### src/rtl/gpio_out_pkg.sv
// gpio_out_pkg: shared types and default sizing for the GPIO output path.
package gpio_out_pkg;

    typedef enum logic [1:0] {
        IDLE = 2'd0,
        HIGH = 2'd1,
        GAP  = 2'd2
    } state_e;

    localparam int DEF_PULSE_LEN = 4;
    localparam int DEF_GAP_LEN   = 4;
    localparam int DEF_PEND_MAX  = 3;

    function automatic int max_int(input int a, input int b);
        return (a > b) ? a : b;
    endfunction

endpackage

### src/rtl/gpio_pulse_stretcher.sv
// gpio_pulse_stretcher: one pulse channel. Turns single-cycle events into
// pulses of PULSE_LEN high cycles separated by at least GAP_LEN low cycles,
// queueing up to PEND_MAX events that arrive while a pulse is in flight.
// The drop output exists only when GPIO_OUT_OVF_EN is defined.
module gpio_pulse_stretcher
    import gpio_out_pkg::*;
#(
    parameter int PULSE_LEN = DEF_PULSE_LEN,
    parameter int GAP_LEN   = DEF_GAP_LEN,
    parameter int PEND_MAX  = DEF_PEND_MAX
) (
    input  logic clk,
    input  logic rst,
    input  logic ena,
    input  logic evt,
`ifdef GPIO_OUT_OVF_EN
    output logic drop,
`endif
    output logic pulse
);

    localparam int CW = $clog2(max_int(PULSE_LEN, GAP_LEN) + 1);
    localparam int PW = $clog2(PEND_MAX + 1);

    localparam logic [CW-1:0] PULSE_LD = CW'(PULSE_LEN - 1);
    localparam logic [CW-1:0] GAP_LD   = CW'(GAP_LEN - 1);
    localparam logic [PW-1:0] PEND_SAT = PW'(PEND_MAX);

    state_e        state, state_n;
    logic [CW-1:0] cnt, cnt_n;
    logic [PW-1:0] pend, pend_n;
    logic          evt_q;
    logic          pend_full;
    logic          gap_end;

    // Events while disabled are ignored rather than queued.
    assign evt_q     = evt & ena;
    assign pend_full = (pend == PEND_SAT);
    assign gap_end   = (state == GAP) && (cnt == '0);

    // Output comes straight from the state register: no path from evt.
    assign pulse = (state == HIGH);

`ifdef GPIO_OUT_OVF_EN
    // An event is lost only if the queue is full and this cycle does not
    // start the next pulse (which would free a slot).
    assign drop = evt_q & pend_full & ~gap_end;
`endif

    // Next-state, counter and pending-queue logic.
    always_comb begin
        state_n = state;
        cnt_n   = cnt;
        pend_n  = pend;
        unique case (state)
            IDLE: begin
                if (evt_q) begin
                    state_n = HIGH;
                    cnt_n   = PULSE_LD;
                end
            end
            HIGH: begin
                if (cnt == '0) begin
                    state_n = GAP;
                    cnt_n   = GAP_LD;
                end else begin
                    cnt_n = cnt - 1'b1;
                end
                if (evt_q && !pend_full) pend_n = pend + 1'b1;
            end
            GAP: begin
                if (cnt != '0) begin
                    cnt_n = cnt - 1'b1;
                    if (evt_q && !pend_full) pend_n = pend + 1'b1;
                end else if (pend != '0 || evt_q) begin
                    // Consume one queued event; a fresh event replaces it.
                    state_n = HIGH;
                    cnt_n   = PULSE_LD;
                    if (pend != '0 && !evt_q) pend_n = pend - 1'b1;
                end else begin
                    state_n = IDLE;
                end
            end
            default: begin
                state_n = IDLE;
                cnt_n   = '0;
                pend_n  = '0;
            end
        endcase
    end

    // State registers; reset beats enable, everything frozen when ena=0.
    always_ff @(posedge clk) begin
        if (rst) begin
            state <= IDLE;
            cnt   <= '0;
            pend  <= '0;
        end else if (ena) begin
            state <= state_n;
            cnt   <= cnt_n;
            pend  <= pend_n;
        end
    end

endmodule

### src/rtl/gpio_out_wrapper.sv
// gpio_out_wrapper: GPIO output block with two stretched pulse channels
// (done, err) and a registered busy level. Define GPIO_OUT_OVF_EN to add the
// sticky overflow flag gpio_ovf and its clear input ovf_clr.
module gpio_out_wrapper
    import gpio_out_pkg::*;
#(
    parameter int PULSE_LEN = DEF_PULSE_LEN,
    parameter int GAP_LEN   = DEF_GAP_LEN,
    parameter int PEND_MAX  = DEF_PEND_MAX
) (
    input  logic clk,
    input  logic rst,
    input  logic ena,
    input  logic done_evt,
    input  logic err_evt,
    input  logic busy,
`ifdef GPIO_OUT_OVF_EN
    input  logic ovf_clr,
    output logic gpio_ovf,
`endif
    output logic gpio_done,
    output logic gpio_err,
    output logic gpio_busy
);

`ifdef GPIO_OUT_OVF_EN
    logic drop_done;
    logic drop_err;
`endif

    gpio_pulse_stretcher #(
        .PULSE_LEN (PULSE_LEN),
        .GAP_LEN   (GAP_LEN),
        .PEND_MAX  (PEND_MAX)
    ) u_done (
        .clk   (clk),
        .rst   (rst),
        .ena   (ena),
        .evt   (done_evt),
`ifdef GPIO_OUT_OVF_EN
        .drop  (drop_done),
`endif
        .pulse (gpio_done)
    );

    gpio_pulse_stretcher #(
        .PULSE_LEN (PULSE_LEN),
        .GAP_LEN   (GAP_LEN),
        .PEND_MAX  (PEND_MAX)
    ) u_err (
        .clk   (clk),
        .rst   (rst),
        .ena   (ena),
        .evt   (err_evt),
`ifdef GPIO_OUT_OVF_EN
        .drop  (drop_err),
`endif
        .pulse (gpio_err)
    );

    // Busy level delayed by one enabled cycle.
    always_ff @(posedge clk) begin
        if (rst)      gpio_busy <= 1'b0;
        else if (ena) gpio_busy <= busy;
    end

`ifdef GPIO_OUT_OVF_EN
    // Sticky overflow: any drop sets it, set wins over a same-cycle clear.
    always_ff @(posedge clk) begin
        if (rst) begin
            gpio_ovf <= 1'b0;
        end else if (ena) begin
            if (drop_done || drop_err) gpio_ovf <= 1'b1;
            else if (ovf_clr)          gpio_ovf <= 1'b0;
        end
    end
`endif

endmodule

### config.mk
export PLATFORM = sky130hd
export DESIGN_NAME = gpio_out_wrapper
export DESIGN_NICKNAME = d
export VERILOG_FILES = /design/src/rtl/gpio_out_pkg.sv /design/src/rtl/gpio_pulse_stretcher.sv /design/src/rtl/gpio_out_wrapper.sv
export SDC_FILE = /design/constraint.sdc
export NUM_CORES = 1
export LEC_CHECK = 0
export CAP_MARGIN = 20
export CORE_ASPECT_RATIO = 0.5
export CORE_MARGIN = 2
export CORE_UTILIZATION = 40
export DETAILED_ROUTE_END_ITERATION = 7
export HOLD_SLACK_MARGIN = 0.12
export PLACE_DENSITY_LB_ADDON = 0.05
export SLEW_MARGIN = 20
export SYNTH_ARGS = -nofsm -noshare
export SYNTH_HDL_FRONTEND = slang
export SYNTH_SLANG_ARGS = --single-unit
### constraint.sdc
create_clock -name clk -period 1.95 [get_ports clk]
set_input_delay 0.39 -clock clk [delete_from_list [all_inputs] [get_ports clk]]
set_output_delay 0.39 -clock clk [all_outputs]
set_load 0.1 [all_outputs]
### Word level (Yosys, flattened, before mapping)

Index checks and enable logic that the tools add are counted.

| word-level totals | value |
|---|---|
| register bits after elaboration | 15 |
| latch bits | 0 |
| memory bits (writable) | 0 |
| bits in read-only memories | 0 |
| input bits | 6 |
| output and inout bits | 3 |
| word-level logic and storage cells | 87 |
| memories kept | 0 |

| operators by class | value |
|---|---|
| add/sub/neg operators | 6 |
| $mul | 0 |
| divide/modulo/power cells | 0 |
| order comparisons | 0 |
| equal/unequal tests | 16 |
| shift-type cells | 0 |
| multiplexer cells | 30 |
| bitwise operators | 4 |
| reductions and logical operators | 24 |

Operators with widths:

| cell | count |
|---|---|
| $mux 2 | 14 |
| $mux 3 | 8 |
| $pmux 2 s3 | 4 |
| $pmux 3 s3 | 2 |
| $reduce_and 4->1 | 4 |
| $ne 3x3->1 const B | 4 |
| $eq 2x2->1 const B | 4 |
| $ne 2x1->1 const B | 4 |
| $logic_not 3->1 | 2 |
| $reduce_and 3->1 | 2 |
| $reduce_bool 3->1 | 2 |
| $sub 3x1->3 const B | 2 |
| $add 2x1->2 const B | 2 |
| $eq 2x1->1 const B | 2 |
| $logic_and 1x1->1 | 4 |
| $logic_not 1->1 | 4 |
| $logic_not 2->1 | 2 |
| $ne 2x2->1 const B | 2 |
| $reduce_bool 2->1 | 2 |
| $sub 2x1->2 const B | 2 |
| $and 1x1->1 | 2 |
| $logic_or 1x1->1 | 2 |
| $mux 1 | 2 |
| $not 1->1 | 2 |

### Depth between registers and ports, before layout

| logic depth | value |
|---|---|
| word-level depth | 7 |
| mapped depth | 6 |
| mapped depth without buffers | 6 |

### Hierarchy

From an unflattened synthesis, not the netlist that was laid out.

| unflattened totals | value |
|---|---|
| cell total of the unflattened synthesis | 148 |
| area, all modules | 1181.1 um2 |

By module, submodules not included:

| module | times used | cells each | area an instance (um2) | sequential area each (um2) |
|---|---|---|---|---|
| gpio_pulse_stretcher (u_err) | 1 | 68 | 576.8 | 140.1 |
| gpio_pulse_stretcher (u_done) | 1 | 77 | 570.5 | 140.1 |
| gpio_out_wrapper | 1 | 3 | 33.8 | 20.0 |

### Worst setup path before layout

No wires, ideal clock.

| timing | value |
|---|---|
| path kind | register to register |
| start point | register u_done.state[1] |
| end point | register u_done.state[0] |
| library setup time | 0.070 ns |
| arrival time | 1.979 ns |
| required time | 1.880 ns |
| path slack | -0.100 ns |
| cell stages (with the launch flop) | 7 |
| path buffers | 0 |
| clock period less this slack | 2.050 ns |
| cells stage by stage | dfxtp_1 -> inv_1 -> ha_1 -> nor2_2 -> nor2_1 -> or4_1 -> a21oi_1 |

| between the ends | value |
|---|---|
| longest elaborated chain between the ends | 3 |
| elaborated cells between the ends (all ways) | 8 |
| those cells by class | eq/ne (5); mux (1); reduce/logical (2) |

RTL lines:

| element | line | source |
|---|---|---|
| start, declared | gpio_pulse_stretcher.sv:29 | `state_e state, state_n;` |
| start signal, assigned | gpio_pulse_stretcher.sv:99 | `state <= state_n;` |
| $eq 2x1->1 (*) | n/a |  |
| via gpio_done | gpio_out_wrapper.sv:21 | `output logic gpio_done,` |
| $ne 2x1->1 (no source line) | n/a |  |
| $reduce_and 4->1 (no source line) | n/a |  |

The timed path passes the listed nets; every way through them passes the cells marked *.
A chain may end at the register's enable or synchronous reset.

### Worst setup path in the final report

| timing | value |
|---|---|
| start point | register u_done.state[0] |
| end point | register u_done.state[0] |

| between the ends | value |
|---|---|
| longest elaborated chain between the ends | 3 |
| elaborated cells between the ends (all ways) | 8 |
| those cells by class | eq/ne (5); mux (1); reduce/logical (2) |

RTL lines:

| element |
|---|
| $eq 2x2->1 (tied with other cells) |
| $ne 2x2->1 (no source line) or $ne 2x1->1 (tied branches) |
| $reduce_and 4->1 (no source line) |

Parallel ways exist; a longest one is shown, timed or not.

==> metrics <==
status complete, no violations; Post-Place Setup Slack 50.9 ps; CTS Buf Count 3; Clk Tree Root Cell clkbuf_8; gp weighted congestion between 0.8 and 0.9; pin count of the biggest net entering global routing 9; cell at the slowest stage of the critical path or4_1; mux share of post-synthesis cell area 1.82%; Setup CP Type reg -> reg; clock latency on the worst-skew pair between 200 and 300 ps; core box area around 2700 µm²; global route overflow 0; Fin. Hold Viols 0; postcts setup bufs 0; Rows 13; sequential-to-total area share from yosys stat 25.7%; drt initial violations 53; critical-path maximum fanout 5; Worst R2R Start u_done.state[0]; first-pass GRT wire length ~4300 µm; area delta synth->final 20.8%; die width ~80 µm; initial antenna violation count 0; max cap viols 0; die area between 3000 and 4000 µm²; CTS H-Tree Depth 1; drt pass-1 iters 4; clock sink count 15; leakage about 0.58 nW; CTS tree done; DR WL/cell between 10 and 15 µm; Via density 5.49; FFs w/ async S/R, synth 0%; count of buffers from port buffering 8; CTS Hold Bufs 0; largest stage delay on the critical path just over 500 ps; worst slew pin tran 476 ps; Compound-Gate Fraction of Synth Area a little over a quarter; setup TNS 0 ps; HP Start u_done.cnt[1]; Post-CTS Resized 0; max-slew violations 0; clock slew at reported path FFs approximately 70 ps; Synth cell types 37; crit-path cells inv_1 -> ha_1 -> nor2_2 -> nor2_1 -> or4_1 -> a21oi_1; # DRC 0; WP data required between 2000 and 2500 ps; Relative slew margins slightly below 70%; DP HPWL a little over 2000 µm; Longest Clk Path Bufs 2; Setup WS post-layout 214 ps; Final Non-Filler Cells 199; number of diodes 0; Max Clk Rate 576 MHz; GRT Resource Usage Total roughly 16%; final wirelength 2540 µm; Die Ht 42.2 µm; Mapped Area ~1200 µm²; PD cells roughly 630 nW/µm²; RSZ-0062 raised after global routing no; Worst IR Drop VDD between 300 and 400 µV; setup violators final 0; Worst Hold Depth 2; family with the most delay on the worst path simple AND/OR/NAND/NOR gates; simple-gate area share of the yosys netlist 21.4%; startpoint types register; Syn Nets 166; Synth Instances 144; Final min period approximately 1700 ps; WHS Endpoint u_done.cnt[1]; vias in the first global route between 900 and 1,000; largest family of logic cells by synthesized area compound AO/OA/AOI/OAI gates; Syn Area/Cell between 8 and 9 µm²; share of layout cells above drive strength 1 between 10% and 20%; clk_skew 10.0 ps; CP bufs+invs 1; CP endpoint kind register; flops & latches, synth 15; reg2reg path depth 6; WP data arrival 1930 ps; Post-Synth Adder-Cell Area between 15 and 20%; YS warnings 0; EDFF count, synth 0; layout net count ~190; Initial Util a little over two fifths; final hold slack between 400 and 500 ps; Hold Crit Class reg -> reg; placed cells around 200; io pins 9; final worst-path cycle share 89.0%; vias after detailed routing approximately 1,100; ys flop type dfxtp_1; RR Endpoint u_done.state[0]; Antenna Nets Post-Route 0; Tot Pwr about 0.00089 W; Post-Synth XOR/XNOR Area 0%; FF-to-FF setup slack ~210 ps
-- power breakdown --
part | internal (W) | switching (W)
combinational | 0.000118 | 0.000170
sequential | 0.000324 | 0.0000140
clock | 0.000145 | 0.000122
total | 0.000587 | 0.000306
-- worst register-to-register path, cell delays in order, from the launching register on --
cell and delay, ps:
dfxtp_1 390, inv_1 80, ha_1 250, nor2_2 210, nor2_1 110, or4_1 510
a21oi_1 120
-- layer usage --
layer	wire length [µm]	up-vias	track usage (%)
met5	0	-	0
met4	14	0	4.07
met3	108	2	5.17
met2	1050	20	25.3
met1	1370	507	22.5
li1	-	563	-
-- synth_stat cells, types with 3 or more instances --
cell type,n,area [µm²]
a21oi_1,18,90.1
nand2b_1,5,31.3
nor3b_1,3,22.5
a21boi_0,3,22.5
o211ai_1,5,37.5
nand2_1,7,26.3
ha_1,16,200
nand3_1,4,20.0
inv_1,18,67.6
o21ai_0,5,25.0
nand4_1,3,18.8
nand3b_1,4,30.0
dfxtp_1,15,300
nor2_1,7,26.3
-- through the flow --
stage,utilization [%],area [µm²]
after floorplan,-,1170
after global placement,50.9,1370
after detailed placement,50.9,1370
after CTS,52.5,1410
after global routing,52.5,1410
final,52.5,1410
-- layout make-up --
cell class                 count  area, µm²
fill                         261       1270
tap                           37       46.3
inverter                      18       67.6
sequential                    15        300
timing repair buffer          16        158
clock buffer                   4       45.0
multi-input combinational    109        793
-- placed cells by master (no fill, tap or decap), drive strengths merged, types with 4 or more instances in the layout --
| cell | n |
|---|---|
| a21oi | 18 |
| buf | 11 |
| clkbuf | 4 |
| clkdlybuf4s50 | 5 |
| dfxtp | 15 |
| ha | 16 |
| inv | 18 |
| nand2 | 8 |
| nand2b | 5 |
| nand3 | 4 |
| nand3b | 4 |
| nor2 | 8 |
| o211ai | 5 |
| o21ai | 7 |
-- how the worst max path moves through the flow --
| stage | start | cells past startpoint | slack, ps | to |
|---|---|---|---|---|
| 2_1_floorplan | u_done.state[1] | 6 | 180 | u_done.state[0] |
| 3_3_place_gp | err_evt | 5 | 70 | u_err.state[0] |
| 5_1_grt | u_done.state[0] | 6 | 70 | u_done.cnt[2] |
| 6_report | u_done.state[0] | 6 | 210 | u_done.state[0] |
| 4_1_cts | u_done.state[0] | 6 | 220 | u_done.state[0] |
| 3_5_place_dp | err_evt | 5 | 50 | u_err.state[0] |
-- logic make-up (layout without fill, tap and decap cells) --
kind of cell	Yosys count	in the layout
DFF	15	15
and+or+nand+nor	44	44
AOI/OAI and AO/OA	47	47
adders and majority gates	16	16
buffers and inverters	20	38
muxes	2	2
-- registers in the layout, indices dropped and copies added, names as in the netlist --
register      cells
gpio_busy         1
u_done.pend       2
u_err.state       2
u_err.cnt         3
u_err.pend        2
u_done.state      2
u_done.cnt        3
No activity file was read; power rests on OpenSTA's default activity.
